<file path="config.mk">
export PLATFORM = sky130hd
export DESIGN_NAME = id_decode_stage
export DESIGN_NICKNAME = d
export VERILOG_FILES = /design/src/rtl/id_decode_stage.sv
export SDC_FILE = /design/constraint.sdc
export NUM_CORES = 1
export LEC_CHECK = 0
export CAP_MARGIN = 10
export CORE_ASPECT_RATIO = 1.4
export CORE_MARGIN = 1
export CORE_UTILIZATION = 30
export CTS_CLUSTER_DIAMETER = 30
export DETAILED_ROUTE_END_ITERATION = 6
export GPL_ROUTABILITY_DRIVEN = 0
export GPL_TIMING_DRIVEN = 0
export MAX_ROUTING_LAYER = met4
export SLEW_MARGIN = 20
export SYNTH_ARGS = -nofsm -noshare
export SYNTH_HDL_FRONTEND = slang
export SYNTH_SLANG_ARGS = --single-unit
export TNS_END_PERCENT = 50
</file>
<file path="constraint.sdc">
create_clock -name clk -period 2 [get_ports clk]
set_input_delay 0.2 -clock clk [delete_from_list [all_inputs] [get_ports clk]]
set_output_delay 0.2 -clock clk [all_outputs]
set_load 0.01 [all_outputs]
</file>
<file path="src/rtl/id_decode_stage.sv">
// Registered RV32I instruction-decode stage between fetch and execute.
// Decodes the raw word combinationally and captures every field in a single
// output register stage. Valid/ready handshakes on both sides decouple
// fetch and execute. One bubble is inserted per load-use pair. A flush
// empties the stage. Inserted bubbles are counted in a saturating counter.
module id_decode_stage #(
    parameter int unsigned BUBBLE_CNT_W = 16
) (
    input  logic                    clk,
    input  logic                    rst_n,
    input  logic                    flush,
    input  logic                    in_valid,
    output logic                    in_ready,
    input  logic [31:0]             in_instr,
    input  logic [31:0]             in_pc,
    output logic                    out_valid,
    input  logic                    out_ready,
    output logic [31:0]             pc,
    output logic [6:0]              opcode,
    output logic [4:0]              rd,
    output logic [2:0]              funct3,
    output logic [4:0]              rs1,
    output logic [4:0]              rs2,
    output logic [6:0]              funct7,
    output logic [11:0]             imm_i,
    output logic [11:0]             imm_s,
    output logic [11:0]             imm_b,
    output logic [20:0]             imm_j,
    output logic [19:0]             imm_u,
    output logic [31:0]             imm32,
    output logic                    illegal,
    output logic [BUBBLE_CNT_W-1:0] bubble_count
);

    // RV32I base opcodes recognised by this stage
    localparam logic [6:0] OpLoad   = 7'b0000011;
    localparam logic [6:0] OpImm    = 7'b0010011;
    localparam logic [6:0] OpAuipc  = 7'b0010111;
    localparam logic [6:0] OpStore  = 7'b0100011;
    localparam logic [6:0] OpReg    = 7'b0110011;
    localparam logic [6:0] OpLui    = 7'b0110111;
    localparam logic [6:0] OpBranch = 7'b1100011;
    localparam logic [6:0] OpJalr   = 7'b1100111;
    localparam logic [6:0] OpJal    = 7'b1101111;

    localparam logic [6:0] F7Zero = 7'b0000000;
    localparam logic [6:0] F7Alt  = 7'b0100000;

    // ------------------------------------------------------------------
    // Combinational field extraction from the incoming word
    // ------------------------------------------------------------------
    logic [6:0]  dec_opcode;
    logic [4:0]  dec_rd;
    logic [2:0]  dec_funct3;
    logic [4:0]  dec_rs1;
    logic [4:0]  dec_rs2;
    logic [6:0]  dec_funct7;
    logic [11:0] dec_imm_i;
    logic [11:0] dec_imm_s;
    logic [11:0] dec_imm_b;
    logic [20:0] dec_imm_j;
    logic [19:0] dec_imm_u;
    logic [31:0] dec_imm32;
    logic        dec_illegal;
    logic        dec_use_rs1;
    logic        dec_use_rs2;

    assign dec_opcode = in_instr[6:0];
    assign dec_rd     = in_instr[11:7];
    assign dec_funct3 = in_instr[14:12];
    assign dec_rs1    = in_instr[19:15];
    assign dec_rs2    = in_instr[24:20];
    assign dec_funct7 = in_instr[31:25];
    assign dec_imm_i  = in_instr[31:20];
    assign dec_imm_s  = {in_instr[31:25], in_instr[11:7]};
    // imm_b holds offset bits [12:1]; bit 0 is implicitly zero
    assign dec_imm_b  = {in_instr[31], in_instr[7], in_instr[30:25], in_instr[11:8]};
    assign dec_imm_j  = {in_instr[31], in_instr[19:12], in_instr[20], in_instr[30:21], 1'b0};
    assign dec_imm_u  = in_instr[31:12];

    // Select the ALU immediate and the register sources the format reads
    always_comb begin
        dec_imm32   = 32'd0;
        dec_use_rs1 = 1'b0;
        dec_use_rs2 = 1'b0;
        unique case (dec_opcode)
            OpImm, OpLoad, OpJalr: begin
                dec_imm32   = {{20{dec_imm_i[11]}}, dec_imm_i};
                dec_use_rs1 = 1'b1;
            end
            OpStore: begin
                dec_imm32   = {{20{dec_imm_s[11]}}, dec_imm_s};
                dec_use_rs1 = 1'b1;
                dec_use_rs2 = 1'b1;
            end
            OpBranch: begin
                dec_imm32   = {{19{dec_imm_b[11]}}, dec_imm_b, 1'b0};
                dec_use_rs1 = 1'b1;
                dec_use_rs2 = 1'b1;
            end
            OpJal: begin
                dec_imm32 = {{11{dec_imm_j[20]}}, dec_imm_j};
            end
            OpLui, OpAuipc: begin
                dec_imm32 = {dec_imm_u, 12'd0};
            end
            OpReg: begin
                // R-type carries no immediate; expose the shamt/rs2 slot
                dec_imm32   = {27'd0, dec_rs2};
                dec_use_rs1 = 1'b1;
                dec_use_rs2 = 1'b1;
            end
            default: begin
                dec_imm32 = 32'd0;
            end
        endcase
    end

    // Flag encodings outside the supported RV32I subset
    always_comb begin
        dec_illegal = 1'b0;
        unique case (dec_opcode)
            OpLoad: begin
                dec_illegal = (dec_funct3 == 3'b011) || (dec_funct3 == 3'b110) ||
                              (dec_funct3 == 3'b111);
            end
            OpStore: begin
                dec_illegal = (dec_funct3 > 3'b010);
            end
            OpBranch: begin
                dec_illegal = (dec_funct3 == 3'b010) || (dec_funct3 == 3'b011);
            end
            OpJalr: begin
                dec_illegal = (dec_funct3 != 3'b000);
            end
            OpReg: begin
                if (dec_funct7 == F7Zero) begin
                    dec_illegal = 1'b0;
                end else if (dec_funct7 == F7Alt) begin
                    // Only SUB and SRA use the alternate funct7
                    dec_illegal = (dec_funct3 != 3'b000) && (dec_funct3 != 3'b101);
                end else begin
                    dec_illegal = 1'b1;
                end
            end
            OpImm: begin
                if (dec_funct3 == 3'b001) begin
                    dec_illegal = (dec_funct7 != F7Zero);
                end else if (dec_funct3 == 3'b101) begin
                    dec_illegal = (dec_funct7 != F7Zero) && (dec_funct7 != F7Alt);
                end else begin
                    dec_illegal = 1'b0;
                end
            end
            OpLui, OpAuipc, OpJal: begin
                dec_illegal = 1'b0;
            end
            default: begin
                dec_illegal = 1'b1;
            end
        endcase
    end

    // ------------------------------------------------------------------
    // Output register stage
    // ------------------------------------------------------------------
    logic                    out_valid_q;
    logic [31:0]             pc_q;
    logic [6:0]              opcode_q;
    logic [4:0]              rd_q;
    logic [2:0]              funct3_q;
    logic [4:0]              rs1_q;
    logic [4:0]              rs2_q;
    logic [6:0]              funct7_q;
    logic [11:0]             imm_i_q;
    logic [11:0]             imm_s_q;
    logic [11:0]             imm_b_q;
    logic [20:0]             imm_j_q;
    logic [19:0]             imm_u_q;
    logic [31:0]             imm32_q;
    logic                    illegal_q;
    logic [BUBBLE_CNT_W-1:0] bubble_count_q;

    logic held_load;
    logic src_hit;
    logic hazard;
    logic accept;
    logic bubble_inc;

    // A held load with a non-zero destination can feed the next instruction
    assign held_load  = out_valid_q && (opcode_q == OpLoad) && (rd_q != 5'd0);
    assign src_hit    = (dec_use_rs1 && (dec_rs1 == rd_q)) || (dec_use_rs2 && (dec_rs2 == rd_q));
    assign hazard     = in_valid && held_load && src_hit;
    assign in_ready   = rst_n && !flush && !hazard && (!out_valid_q || out_ready);
    assign accept     = in_valid && in_ready;
    // The stalled consumer stays upstream while the load drains: one bubble
    assign bubble_inc = hazard && out_ready && !flush;

    // Pipeline register: flush beats accept, accept beats drain, else hold
    always_ff @(posedge clk) begin
        if (!rst_n) begin
            out_valid_q <= 1'b0;
            pc_q        <= 32'd0;
            opcode_q    <= 7'd0;
            rd_q        <= 5'd0;
            funct3_q    <= 3'd0;
            rs1_q       <= 5'd0;
            rs2_q       <= 5'd0;
            funct7_q    <= 7'd0;
            imm_i_q     <= 12'd0;
            imm_s_q     <= 12'd0;
            imm_b_q     <= 12'd0;
            imm_j_q     <= 21'd0;
            imm_u_q     <= 20'd0;
            imm32_q     <= 32'd0;
            illegal_q   <= 1'b0;
        end else if (flush) begin
            out_valid_q <= 1'b0;
        end else if (accept) begin
            out_valid_q <= 1'b1;
            pc_q        <= in_pc;
            opcode_q    <= dec_opcode;
            rd_q        <= dec_rd;
            funct3_q    <= dec_funct3;
            rs1_q       <= dec_rs1;
            rs2_q       <= dec_rs2;
            funct7_q    <= dec_funct7;
            imm_i_q     <= dec_imm_i;
            imm_s_q     <= dec_imm_s;
            imm_b_q     <= dec_imm_b;
            imm_j_q     <= dec_imm_j;
            imm_u_q     <= dec_imm_u;
            imm32_q     <= dec_imm32;
            illegal_q   <= dec_illegal;
        end else if (out_ready) begin
            out_valid_q <= 1'b0;
        end
    end

    // Saturating count of load-use bubbles
    always_ff @(posedge clk) begin
        if (!rst_n) begin
            bubble_count_q <= '0;
        end else if (bubble_inc && (bubble_count_q != {BUBBLE_CNT_W{1'b1}})) begin
            bubble_count_q <= bubble_count_q + BUBBLE_CNT_W'(1);
        end
    end

    assign out_valid    = out_valid_q;
    assign pc           = pc_q;
    assign opcode       = opcode_q;
    assign rd           = rd_q;
    assign funct3       = funct3_q;
    assign rs1          = rs1_q;
    assign rs2          = rs2_q;
    assign funct7       = funct7_q;
    assign imm_i        = imm_i_q;
    assign imm_s        = imm_s_q;
    assign imm_b        = imm_b_q;
    assign imm_j        = imm_j_q;
    assign imm_u        = imm_u_q;
    assign imm32        = imm32_q;
    assign illegal      = illegal_q;
    assign bubble_count = bubble_count_q;

endmodule

</file>
==> results of run 1 <==
through the flow:
stage	power [mW]	setup TNS (ns)	cells
after floorplan	2.93	0	669
after global placement	3.52	-108.04	1170
after detailed placement	3.52	-108.86	1170
after CTS	6.86	-17.52	1219
after global routing	7.09	-21.03	1231
final	6.83	-13.39	1231
final timing paths:
| kind | start | to |
|---|---|---|
| max | in_instr[2] | bubble_count[4]$_SDFFE_PN0P_ |
| max reg2reg | rd[2]$_SDFFE_PN0P_ | funct7[2]$_SDFFE_PN0P_ |
| min | in_instr[1] | opcode[1]$_SDFFE_PN0P_ |
| min reg2reg | imm32[7]$_SDFFE_PN0P_ | imm32[7]$_SDFFE_PN0P_ |
routing by layer:
metal,GRT usage,wire length (um)
met5,-,0
met4,0.0914,668
met3,0.0430,878
met2,0.352,10200
met1,0.216,7580
cells in the final DEF, fill, tap and decap left out, drive strengths merged, types with 5 or more instances in the layout:
master         synthesis  final
clkdlybuf4s50          0    247
buf                   89    119
dfxtp                114    114
nand2                107    107
mux2i                 96     96
inv                   70     70
clkbuf                23     40
a21oi                 39     39
nand3                 17     17
or4                   13     13
o31ai                 12     12
o21ai                  9      9
nor2                   9      9
nand2b                 6      6
nor4                   6      6
xnor2                  6      6
nor3                   6      6
and3                   5      5
dlygate4sd2            0      5
clkinv                 0      5
worst min-delay path, stage by stage:
cell and delay, ns:
dlymetal6s2s_1 0.15, inv_1 0.06, mux2i_1 0.05
kinds of logic after synthesis:
logic type | count (synthesis) | synth area share
fa+ha+maj | 1 | 0.00218
flops | 114 | 0.397
buf+inv | 182 | 0.177
xor+xnor | 10 | 0.0153
mux | 96 | 0.167
simple gates | 183 | 0.150
other cells | 1 | 0.000653
compound gates | 82 | 0.0902
power groups by stage:
stage               Combinational (mW)  Clock, mW  Sequential, mW
finish                            1.16       3.25            2.43
detailed placement                1.04          0            2.48
floorplan                        0.432          0            2.50
CTS                               1.13       3.31            2.43
global route                      1.23       3.41            2.44
global placement                  1.04          0            2.48
cells in the mapped netlist, types with 4 or more instances:
cell and instances:
dfxtp_1 114, nand2_1 106, mux2i_1 96, buf_4 78, inv_1 70, a21oi_1 39
clkbuf_1 23, nand3_1 17, or4_1 13, o31ai_1 12, nor2_1 9, o21ai_0 9
buf_2 7, nand2b_1 6, nor3_1 6, xnor2_1 6, and3_1 5, nor4_1 5
a22oi_1 4, buf_6 4, xor2_1 4
flip-flops by register name, summed over array words and instances, names as in the netlist:
signal and flops:
bubble_count 16, funct3 2, funct7 7, illegal 1, imm32 32, imm_i 1, imm_s 1, imm_u 2
opcode 7, out_valid 1, pc 32, rd 4, rs1 4, rs2 4
final cells by class:
type,instances,area (um^2),share of cell area
antenna,2,5.00,0.000495
buffer,111,937,0.0927
clock buffer,19,454,0.0449
clock inverter,13,183,0.0181
inverter,70,263,0.0260
multi-input combinational,373,2700,0.267
sequential,114,2300,0.228
tap,244,305,0.0302
timing repair buffer,285,2960,0.293
timing repair:
item                       CTS  global route
setup endpoints to repair  115           115
gates resized for setup     83            64
cloned                       3             2
pin swaps                   30            12
setup buffers               14            11
hold buffers                 0             0
==> reports/metrics.cfg, run 1 <==
[global_route]
antenna_found_initial=2
first_global_vias=5490
pin_count_of_the_biggest_net_entering_global_routing=17
grt_remaining_overflow=0
grt_first_pass_wirelength_um=29800
grt_usage=0.201

[die]
initial_utilization=0.307
floorplan_die_area_um2=19700
pin_count=261
fp.dieW_um=119
vertical_die_dimension_um=166
fp-row-count=59
core_footprint_um2=18700

[synthesis]
number_of_instances_in_the_synthesized_netlist=669
synthFlopType=dfxtp_1
synth_enable_flop_cells=0
synth.yosys.seq_area_share=0.397
ys_types=46
syn_area_um2=5740
postSynthRegisterBits=114
ys_async_sr_fraction=0
synth.area.top_cells=dfxtp_1 40%, mux2i_1 17%, buf_4 10%
synth.largest_area_cell=dfxtp_1
synth_top_area_share=0.397
postSynthAreaPerCell_um2=8.58
mappedNetlistNets=739
number_of_warnings_reported_in_the_yosys_synthesis_log=0

[timing]
achievable_freq_ghz=0.446
report.final.setup_viol=114
hold_viol=0
final_min_period_over_clock_period=1.12
hold-worst-slack_ns=0.106
final_max_slew_viol_count=0
final.setup.worst_slack_ns=-0.241
timing.slew.headroom=0.576
grt_setup_unrepaired=yes
worst_clock_skew_ns=0.00854
tightest_slew_ns=0.634
post-route-min-period_ns=2.24

[worst_setup_path]
timing.critical_path.from_type=primary input
worstPathRequired_ns=2.34
r2r_slack_ns=-0.23
cp_max_fo=7
crit_path_top_delay_cell=or4_4
crit_top_cell=buf_6
arrival_ns=2.58
cpPeakStageDelay_ns=0.50
path_depth=9
path_buf_inv=4
setup.worst_path.end_class=flop
criticalPathCategory=in2reg
worst-r2r-cell-count=11
cells_along_the_critical_path=dlygate4sd2_1 -> or3_4 -> nor4_4 -> o2111ai_4 -> buf_6 -> buf_12 -> buf_6 -> or4_4 -> a21oi_2
path_delay_family=simple AND/OR/NAND/NOR gates

[run]
timing.max_cap.violations=0

[power_and_ir_drop]
power.density_cell_area_nw_per_um2=676
intPower_mw=5.19
switching_share=0.240
power_leakage_nw=4.61
combinationalPowerShare=0.169
power_frac_seq=0.355
clock_power_share=0.475
power_switching_mw=1.64
vdd_ir_drop_max_mv=0.500

[place]
detailed_place_hpwl_um=14600
pre_cts_slack_ns=-1.20
port_buffers=257
placed_instance_area_um2=8630

[final_layout]
layout.core_utilization=0.542
fillCellCount=1694
share_of_final_layout_standard_cells_stronger_than_drive_strength_1=0.211
area_growth_pct=76.1
final_area_um2=10100
nNetsFinal=1042

[min_path]
hold_crit_depth=3
timing.hold.worst.class=in2reg

[clock_tree]
clock-sinks=114
clk_root_buffer_cell=clkbuf_16
clock_tree_from_tritoncts=yes
total_clock_buffers_created_by_cts=17
cts.clk_slew.worst_paths_ns=0.06
clkLatencyLatePin_ns=0.41
max-clock-path-buffers=2
cts_htree_levels=4

[drt]
post_dr_wirelength_cell_um=15.7
drt-vias-per-instance=4.55
dr.pass1.iters=5
drt.antenna.violating_nets=0
detail_route.drc_violations=0
first_iter_violations=305
vias=5604
drt-total-wl_um=19300

[outcome]
run_status=complete, but fails checks
failing_checks=negative setup slack

No activity file was read; power rests on OpenSTA's default activity.
==> run 2, diff against run 1 <==
--- a/config.mk
+++ b/config.mk
@@ -14,6 +14,7 @@
 export GPL_ROUTABILITY_DRIVEN = 0
 export GPL_TIMING_DRIVEN = 0
 export MAX_ROUTING_LAYER = met4
+export SKIP_LAST_GASP = 1
 export SLEW_MARGIN = 20
 export SYNTH_ARGS = -nofsm -noshare
 export SYNTH_HDL_FRONTEND = slang
==> reports/metrics.cfg, run 2 (same netlist as run 1, synthesis figures left out) <==
[outcome]
run_status=complete, but fails checks
failing_checks=negative setup slack

[clock_tree]
max-clock-path-buffers=2
clock-sinks=114
clkLatencyLatePin_ns=0.41
cts.clk_slew.worst_paths_ns=0.06
cts_htree_levels=4
clock_tree_from_tritoncts=yes
clk_root_buffer_cell=clkbuf_16
total_clock_buffers_created_by_cts=17

[power_and_ir_drop]
totalPowerFinal_mw=6.82
vdd_ir_drop_max_mv=0.503
clock_power_share=0.476
intPower_mw=5.18
power_frac_seq=0.356
switching_share=0.240
power_switching_mw=1.64
power_leakage_nw=4.57
power.density_cell_area_nw_per_um2=678
combinationalPowerShare=0.168

[run]
timing.max_cap.violations=0

[timing]
hold-worst-slack_ns=0.104
grt_setup_unrepaired=yes
tightest_slew_ns=0.966
final.setup.worst_slack_ns=-0.255
report.final.setup_viol=114
timing.slew.headroom=0.351
final_min_period_over_clock_period=1.13
achievable_freq_ghz=0.443
worst_clock_skew_ns=0.00654
final_max_slew_viol_count=0
post-route-min-period_ns=2.26
hold_viol=0

[die]
floorplan_die_area_um2=19700
fp.dieW_um=119
core_footprint_um2=18700
vertical_die_dimension_um=166
fp-row-count=59
pin_count=261
initial_utilization=0.307

[final_layout]
nNetsFinal=1040
multiInputGateArea_um2=2680
final_cell_count_no_fill=1229
layout.core_utilization=0.538
most_common_library_cell_in_the_layout_ignoring_fill_and_taps=clkdlybuf4s50_1
mostFrequentLayoutCells=247 x clkdlybuf4s50_1, 106 x nand2_1, 105 x dfxtp_1
fillCellCount=1704
register_area_um2=2300
share_of_final_layout_standard_cells_stronger_than_drive_strength_1=0.210
area_growth_pct=75.1

[drt]
vias=5581
first_iter_violations=304
drt.antenna.violating_nets=0
dr.pass1.iters=5
detail_route.drc_violations=0
drt-total-wl_um=19300
post_dr_wirelength_cell_um=15.7
drt-vias-per-instance=4.54

[global_route]
grt_usage=0.201
antenna_found_initial=2
first_global_vias=5486
grt_remaining_overflow=0
grt_first_pass_wirelength_um=29800
pin_count_of_the_biggest_net_entering_global_routing=17

[min_path]
hold_crit_depth=3
timing.hold.worst.class=in2reg
worstHoldEndpoint=opcode[1]$_SDFFE_PN0P_
hold_start=in_instr[1]

[worst_setup_path]
arrival_ns=2.60
r2r_slack_ns=-0.21
criticalPathCategory=in2reg
worstReg2RegStart=rd[2]$_SDFFE_PN0P_
worstPathRequired_ns=2.34
setup.worst_path.end_class=flop
worst-r2r-cell-count=11
timing.critical_path.from_type=primary input
cp_max_fo=7
crit-reg2reg-capture=funct7[2]$_SDFFE_PN0P_

[place]
port_buffers=257
detailed_place_hpwl_um=14600
dp.cells=1170

run 2: cell types whose count changed in the layout (fill, tap and decap cells not counted), sizes merged:
| cell | before | now |
|---|---|---|
| buf | 119 | 116 |
| clkbuf | 40 | 41 |
run 2: per-layer routing:
metal / wire [um] / GRT usage
met4: 647 / 0.0908
met1: 7580 / 0.216
met5: 0 / -
met2: 10200 / 0.351
met3: 913 / 0.0430
run 2: how the worst max path moves through the flow:
stage	from	depth (start not counted)	to	slack, ns
6_report	in_instr[2]	9	bubble_count[4]$_SDFFE_PN0P_	-0.26
5_1_grt	rd[2]$_SDFFE_PN0P_	7	in_ready	-0.31
4_1_cts	rd[1]$_SDFFE_PN0P_	7	in_ready	-0.33
3_5_place_dp	in_instr[0]	8	in_ready	-1.20
3_3_place_gp	in_instr[0]	8	in_ready	-1.19
2_1_floorplan	bubble_count[8]$_SDFFE_PN0P_	7	bubble_count[10]$_SDFFE_PN0P_	0.001
run 2: layout make-up:
cell class	count	share of cell area
Multi-Input combinational cell	373	0.267
Clock inverter	13	0.0182
Inverter	70	0.0261
Tap cell	244	0.0304
Timing Repair Buffer	283	0.291
Sequential cell	114	0.229
Buffer	111	0.0927
Clock buffer	19	0.0452
Antenna cell	2	0.000498
run 2: worst max-delay path, cell delays in order:
cell	delay (ns)
dlygate4sd2_1	0.33
or3_4	0.46
nor4_4	0.36
o2111ai_4	0.17
buf_6	0.18
buf_12	0.12
buf_4	0.14
or4_4	0.50
a21oi_2	0.13
run 2: power groups by stage:
stage          sequential (mW)  clock [mW]  combinational, mW
2_1_floorplan             2.50           0              0.432
3_3_place_gp              2.48           0               1.04
3_5_place_dp              2.48           0               1.04
4_1_cts                   2.43        3.31               1.12
5_1_grt                   2.44        3.41               1.22
6_report                  2.43        3.24               1.15
run 2: repair_timing:
item / in CTS / in global routing
gates cloned: 3 / 3
setup endpoints to repair: 115 / 115
setup buffers: 14 / 8
hold buffers: 0 / 0
pin swaps: 4 / 25
gates resized for setup: 65 / 75
run 2: stage by stage:
| stage | TNS (ns) | area, um^2 | setup WS, ns |
|---|---|---|---|
| 2_1_floorplan | 0 | 5750 | 0.00142 |
| 3_3_place_gp | -108.04 | 8630 | -1.19 |
| 3_5_place_dp | -108.86 | 8630 | -1.20 |
| 4_1_cts | -19.51 | 9710 | -0.329 |
| 5_1_grt | -22.71 | 10100 | -0.315 |
| 6_report | -14.67 | 10100 | -0.255 |
